$ cat config.mk
export PLATFORM = sky130hd
export DESIGN_NAME = icpu_program_loader
export DESIGN_NICKNAME = d
export VERILOG_FILES = /design/src/rtl/icpu_program_loader.sv
export SDC_FILE = /design/constraint.sdc
export NUM_CORES = 1
export LEC_CHECK = 0
export ABC_AREA = 0
export BUFFER_PORTS_ARGS = -buffer_cell sky130_fd_sc_hd__buf_2
export CAP_MARGIN = 20
export CORE_MARGIN = 4
export CORE_UTILIZATION = 55
export CTS_CLUSTER_SIZE = 8
export DETAILED_ROUTE_END_ITERATION = 8
export GPL_TIMING_DRIVEN = 0
export PLACE_DENSITY = 0.78
export SYNTH_ARGS = -nofsm -noshare
export SYNTH_HDL_FRONTEND = slang
export SYNTH_SLANG_ARGS = --single-unit
export TNS_END_PERCENT = 20
$ cat constraint.sdc
create_clock -name clk -period 2.3 [get_ports clk]
set_input_delay 0.115 -clock clk [delete_from_list [all_inputs] [get_ports clk]]
set_output_delay 0.115 -clock clk [all_outputs]
set_load 0.02 [all_outputs]
$ cat src/rtl/icpu_program_loader.sv
// ICPU program loader: turns a framed host byte stream into 18-bit program
// RAM writes, holding the ICPU in reset until the image checksum is good.
module icpu_program_loader #(
  parameter logic [7:0] SYNC_BYTE     = 8'hA5,
  parameter int         ADDRESS_WIDTH = 10
) (
  input  logic                     clk,
  input  logic                     reset_n,
  input  logic [7:0]               in_data,
  input  logic                     in_valid,
  output logic                     in_ready,
  output logic                     mem_write_enable,
  output logic [ADDRESS_WIDTH-1:0] mem_write_address,
  output logic [17:0]              mem_write_data,
  output logic                     cpu_reset,
  output logic                     load_busy,
  output logic                     load_done,
  output logic                     load_error
);

  typedef enum logic [3:0] {
    S_IDLE, S_LEN_HI, S_LEN_LO, S_B2, S_B1, S_B0, S_WRITE, S_CHK, S_DONE, S_ERROR
  } state_t;

  state_t                   r_state, w_next;
  logic [1:0]               r_len_hi;
  logic [7:0]               r_len_lo;
  logic [1:0]               r_b2;
  logic [7:0]               r_b1, r_b0;
  logic [7:0]               r_xor;
  logic [ADDRESS_WIDTH-1:0] r_cnt;
  logic                     r_cpu_reset, r_busy, r_done, r_error;

  logic                     w_acc;
  logic                     w_sync;
  logic                     w_last;
  logic [9:0]               w_len_m1;

  assign w_acc    = in_valid && in_ready;
  assign w_sync   = (in_data == SYNC_BYTE);
  assign w_len_m1 = {r_len_hi, r_len_lo};
  assign w_last   = (r_cnt == ADDRESS_WIDTH'(w_len_m1));

  // The write cycle is the only one in which no byte can be taken.
  assign in_ready          = (r_state != S_WRITE);
  assign mem_write_enable  = (r_state == S_WRITE);
  assign mem_write_address = r_cnt;
  assign mem_write_data    = {r_b2, r_b1, r_b0};
  assign cpu_reset         = r_cpu_reset;
  assign load_busy         = r_busy;
  assign load_done         = r_done;
  assign load_error        = r_error;

  // State register.
  always_ff @(posedge clk or negedge reset_n) begin
    if (!reset_n) r_state <= S_IDLE;
    else          r_state <= w_next;
  end

  // Next-state decode; every state except WRITE advances only on an accepted byte.
  always_comb begin
    w_next = r_state;
    unique case (r_state)
      S_IDLE, S_DONE, S_ERROR: if (w_acc && w_sync) w_next = S_LEN_HI;
      S_LEN_HI: if (w_acc) w_next = (in_data[7:2] != 6'd0) ? S_ERROR : S_LEN_LO;
      S_LEN_LO: if (w_acc) w_next = S_B2;
      S_B2:     if (w_acc) w_next = S_B1;
      S_B1:     if (w_acc) w_next = S_B0;
      S_B0:     if (w_acc) w_next = S_WRITE;
      S_WRITE:  w_next = w_last ? S_CHK : S_B2;
      S_CHK:    if (w_acc) w_next = (in_data == r_xor) ? S_DONE : S_ERROR;
      default:  w_next = S_IDLE;
    endcase
  end

  // Frame datapath: length, word bytes, running XOR, word counter and status levels.
  always_ff @(posedge clk or negedge reset_n) begin
    if (!reset_n) begin
      r_len_hi    <= '0;
      r_len_lo    <= '0;
      r_b2        <= '0;
      r_b1        <= '0;
      r_b0        <= '0;
      r_xor       <= '0;
      r_cnt       <= '0;
      r_cpu_reset <= 1'b0;
      r_busy      <= 1'b0;
      r_done      <= 1'b0;
      r_error     <= 1'b0;
    end else begin
      if (w_acc) begin
        unique case (r_state)
          S_IDLE, S_DONE, S_ERROR: begin
            if (w_sync) begin
              r_xor       <= '0;
              r_cnt       <= '0;
              r_cpu_reset <= 1'b1;
              r_busy      <= 1'b1;
              r_done      <= 1'b0;
              r_error     <= 1'b0;
            end
          end
          S_LEN_HI: begin
            r_xor    <= r_xor ^ in_data;
            r_len_hi <= in_data[1:0];
            // An oversized length aborts the frame; the CPU stays held in reset.
            if (in_data[7:2] != 6'd0) begin
              r_busy  <= 1'b0;
              r_error <= 1'b1;
            end
          end
          S_LEN_LO: begin
            r_xor    <= r_xor ^ in_data;
            r_len_lo <= in_data;
          end
          S_B2: begin
            r_xor <= r_xor ^ in_data;
            r_b2  <= in_data[1:0];
          end
          S_B1: begin
            r_xor <= r_xor ^ in_data;
            r_b1  <= in_data;
          end
          S_B0: begin
            r_xor <= r_xor ^ in_data;
            r_b0  <= in_data;
          end
          S_CHK: begin
            r_busy <= 1'b0;
            if (in_data == r_xor) begin
              r_cpu_reset <= 1'b0;
              r_done      <= 1'b1;
            end else begin
              r_error     <= 1'b1;
            end
          end
          default: ;
        endcase
      end
      if (r_state == S_WRITE) r_cnt <= r_cnt + 1'b1;
    end
  end

endmodule

# After elaboration in Yosys (flattened, before gate mapping)
# Cells that the tools add are included.
# totals
regBits,54
latch_bits,0
mem_bits_rw,0
mem_bits_ro,0
out_inout_bits,34
wordCells,89
n_memories,0
# classes
n_addsub,1
mul,0
div,0
magnitude_cmp,0
n_eq_ne,24
shift,0
muxes,28
bitwise_logic,1
reduce_logical,23
# ops
op,n
$mux 10,4
$mux 4,8
$pmux 4 s8,1
$ne 2x2->1 const B,11
$eq 4x3->1 const B,4
$pmux 8 s2,1
$add 10x1->10 const B,1
$eq 10x10->1,1
$reduce_and 2->1,5
$reduce_bool 2->1,5
$eq 4x2->1 const B,2
$eq 4x4->1 const B,2
$eq 8x8->1,1
$eq 8x8->1 const B,1
$mux 1,8
$mux 8,1
$reduce_and 4->1,2
$xor 8x8->8,1
$reduce_and 7->1,1
$pmux 1 s3,2
$reduce_and 3->1,2
$reduce_bool 6->1,1
$reduce_and 5->1,1
$reduce_or 5->1,1
8 further kinds,10

# Depth between registers and ports, before layout
# logic_depth
depth_word,5
ltp_mapped,7
depth_no_buf,6

# Least setup slack after synthesis
# Ideal clock, no wire load.
# synth_path
path_kind,register to register
start,register r_state[3]
end,register r_b1[2]
setup_time_ps,125
arrival_time_ps,1596
t_required_ps,2175
path_slack_ps,579
path_stages_with_launch,5
n_path_buf,1
period_less_slack_ps,1721
cell_sequence,dfrtp_1 > clkbuf_1 > nand2b_1 > nor4_2 > mux2_2
# synth_between
elab_chain_cells,3
word_cells_on_any_way,4
cone_classes,eq/ne: 2; reduce/logical: 2
# synth_rtl
element,line_no,rtl
"start, declared",25,"state_t r_state, w_next;"
"start signal, assigned",57,else r_state <= w_next;
$ne 4x3->1,45,assign in_ready = (r_state != S_WRITE);
$logic_and 1x1->1,39,assign w_acc = in_valid && in_ready;
$reduce_and 2->1 (no line) *,--,
"end signal, assigned",122,r_b1 <= in_data;
"end, declared",29,"logic [7:0] r_b1, r_b0;"
# Mark *: on every way between the ends. The rest lies on a longest branch, timed or not.
# A chain may end at the register's enable or synchronous reset.

# Worst setup path after layout
# layout_path
start,register r_state[0]
end,register r_xor[6]
# layout_between
elab_chain_cells,4
word_cells_on_any_way,16
cone_classes,eq/ne: 9; mux: 1; reduce/logical: 6
# layout_rtl
element,line_no,rtl
"$eq 4x4->1, or another cell as far along",92,unique case (r_state)
$reduce_or 3->1 / $reduce_or 5->1 (equally long branches),--,
$ne 2x2->1 (no line) / $reduce_bool 2->1 (equally long branches),--,
$reduce_and 3->1 (no line),--,
"end signal, assigned",104,r_xor <= r_xor ^ in_data;
"end signal, assigned",113,r_xor <= r_xor ^ in_data;
"end signal, assigned",117,r_xor <= r_xor ^ in_data;
"end, declared",30,logic [7:0] r_xor;
# Several ways; a longest one is shown, not always the timed one.

==> results_dict.tcl <==
set metrics [dict create \
    synth.top_cell.area_share 0.4909 \
    async_flop_share 1.000 \
    final_common_cell "dfrtp_1" \
    vdd_drop_max_v 0.0006734 \
    route.detailed.drc 0 \
    clk_pin_slew_ps 110 \
    yosys_register_bits 54 \
    drive_above_1_share 0.3110 \
    cp_top_family "simple AND/OR/NAND/NOR gates" \
    setup-violations-final 0 \
    rsz0062_at_grt "no" \
    n_antenna_cell 0 \
    path_cells "buf_2 > nor3_1 > a211oi_2 > nand2_1 > nor3b_1 > a221o_1" \
    hold_start "in_data[6]" \
    cts_setup_buffers 0 \
    area_growth_pct 15.14 \
    cts_tree "yes" \
    dieArea_sq_mm 0.006201 \
    r2r_start "r_state[0]$_DFFE_PN0P_" \
    synthAdderAreaFrac 0.004545 \
    holdPathStages 2 \
    grt_pass1_wl_microns 10050 \
    drv_slew 0 \
    power-per-cell-area_mw_per_mm2 1139 \
    fin_skew_ps 9.297 \
    start_util 0.5752 \
    wl_microns 5793 \
    cts_resized 0 \
    ys_seq_area_frac 0.4909 \
    yosysTopAreaCell "dfrtp_1" \
    drt_iter0_drc 116 \
    worstPathArrival_ps 2430 \
    placed_cells 357 \
    ioPinCount 45 \
    slowest_stage "a211oi_2" \
    syn-num-nets 260 \
    synth_cells 248 \
    synth_compound_area_frac 0.1286 \
    clock_latency_ps 310 \
    fin_tns_setup_ps 0 \
    cts-buffers-inserted 5 \
    max_cap_viol_count 0 \
    critical_path_class "register to register" \
    status "complete, no violations" \
    multiInputGateArea_sq_mm 0.001336 \
    worstSetupStartpointType "register" \
    synth_xor_area_frac 0.06045 \
    tightest_slew_ps 878.5 \
    grtUsageTotal 0.2057 \
    leakagePower_nw 1.424 \
    core_area_sq_mm 0.004786 \
    holdPathEnd "r_b0[6]$_DFFE_PN0P_" \
    endpoint_kind "register" \
    syn_area_sq_mm 0.002753 \
    die_h_microns 78.75 \
    clock_sink_count 54 \
    htreeDepth 2 \
    grt_pass1_vias 2019 \
    dpl.hpwl_microns 4207 \
    crit_path_max_fanout 10 \
    port_buffers 41 \
    synthSimpleGateAreaFrac 0.1736 \
    r2r_cells 6 \
    nFillCells 404 \
    synth-edff-count 0 \
    vias 2072 \
    synth.area.top_cells "dfrtp_1, mux2_2, xor2_1" \
    grt_start_max_net_pins 38 \
    ys_warn_count 0 \
    cp_num_buf_inv 1 \
    dr.pass1.iters 4 \
    wire_per_inst_microns 15.83 \
    clk_path_buf_depth 2 \
    synth.distinct_cells 49 \
    synth_top_family_by_area "simple AND/OR/NAND/NOR gates" \
    die_w_microns 78.75 \
    final_cell_mix "dfrtp_1, buf_2, mux2_2" \
    cp.required_ps 2550 \
    period_needed_ps 2172 \
    finalHoldViolations 0 \
    syn_area_per_cell_sq_um 11.10 \
    rr_endpoint "r_xor[6]$_DFFE_PN0P_" \
    clockRootBuffer "clkbuf_8" \
    hold_class "primary input to register" \
    period_share 0.9444 \
    nets 310 \
    drtAntennaViolNets 0 \
    ff2ff_setup_slack_ps 130 \
    viasPerCell 5.661 \
    synth_ff_type "dfrtp_1" \
    maxSlewHeadroom 0.4094 \
    grt_overflow 0 \
    final_cells 366 \
    synthMuxAreaShare 0.1182 \
    fmax_ghz 0.4604 \
    cp_slowest_stage_delay_ps 600 \
    ff_latch_area_sq_mm 0.001351 \
    gp_congestion 0.8898 \
    row_count 25 \
    antenna_found_initial 0 \
]
[worst max path at each step]
stage / start / end / slack, ps / cells past startpoint
3_5_place_dp: r_state[0]$_DFFE_PN0P_ / r_xor[6]$_DFFE_PN0P_ / 210 / 6
4_1_cts: r_state[0]$_DFFE_PN0P_ / r_xor[6]$_DFFE_PN0P_ / 140 / 6
3_3_place_gp: r_state[0]$_DFFE_PN0P_ / r_xor[0]$_DFFE_PN0P_ / 260 / 6
5_1_grt: r_state[0]$_DFFE_PN0P_ / r_xor[0]$_DFFE_PN0P_ / 10 / 6
2_1_floorplan: r_state[3]$_DFFE_PN0P_ / r_b1[2]$_DFFE_PN0P_ / 580 / 4
6_report: r_state[0]$_DFFE_PN0P_ / r_xor[6]$_DFFE_PN0P_ / 130 / 6
[flip-flops by register name, indices dropped and copies added, names as in the netlist]
signal	cells
r_xor	8
cpu_reset	1
r_len_lo	8
r_b2	2
r_b1	8
r_state	4
load_error	1
r_len_hi	2
mem_write_address	10
load_done	1
r_b0	8
load_busy	1
[layout make-up]
type / instances / area share
Multi-Input combinational cell: 178 / 0.4216
Inverter: 6 / 0.007106
Clock inverter: 3 / 0.009080
Tap cell: 67 / 0.02645
Clock buffer: 5 / 0.02171
Sequential cell: 54 / 0.4264
Buffer: 10 / 0.01342
Timing Repair Buffer: 43 / 0.07422
[layer usage]
layer	vias to the layer above	global-route usage	part of all wire
met3	7	0.03061	0.047
met5	-	0	0
met2	49	0.3489	0.48
met4	0	0.05769	0.012
met1	1013	0.2749	0.47
li1	1003	-	-
[report_power, final]
part           internal (mW)  switching, mW  total [mW]
Clock                  0.228          0.340       0.569
Sequential              1.30          0.271        1.57
Combinational          0.659          0.810        1.47
[synth_stat cells, drive strengths merged (2+ instances only)]
cell type  number
o211ai          3
or3             2
xnor2           9
nor3b           8
nand4           4
and3            2
inv             5
nor2b           9
clkbuf          5
nand2          15
nor3            5
xor2           10
nor2           12
a221o           8
dfrtp          54
a21o            4
buf             5
a31oi           3
o21ai          12
a211oi          3
a21oi           7
mux2           28
nor4            5
or4             2
nand3          13
[repair_timing]
| item | in CTS | in global routing |
|---|---|---|
| setup endpoints to repair | 0 | 0 |
| hold buffers | 1 | 0 |
| hold endpoints to repair | 17 | 0 |
[kinds of logic after synthesis]
kind of cell    count (synthesis)
flops                          54
xor+xnor                       19
buf+inv                        16
mux                            29
simple gates                   83
fa+ha+maj                       1
compound gates                 46
[metrics by stage]
| stage | power (mW) | cell area, sq um | setup WS [ps] | hold slack [ps] | util |
|---|---|---|---|---|---|
| floorplan | 2.623 | 2753 | 579.5 | -180.6 | - |
| global placement | 3.011 | 3042 | 264.5 | 413.9 | 0.6356 |
| detailed placement | 3.061 | 3062 | 206.6 | 76.64 | 0.6397 |
| CTS | 3.640 | 3169 | 142.7 | 132.6 | 0.6622 |
| global route | 3.866 | 3169 | 10.19 | 147.8 | 0.6622 |
| finish | 3.609 | 3169 | 127.8 | 143.6 | 0.6622 |
No activity file was read; power rests on OpenSTA's default activity.
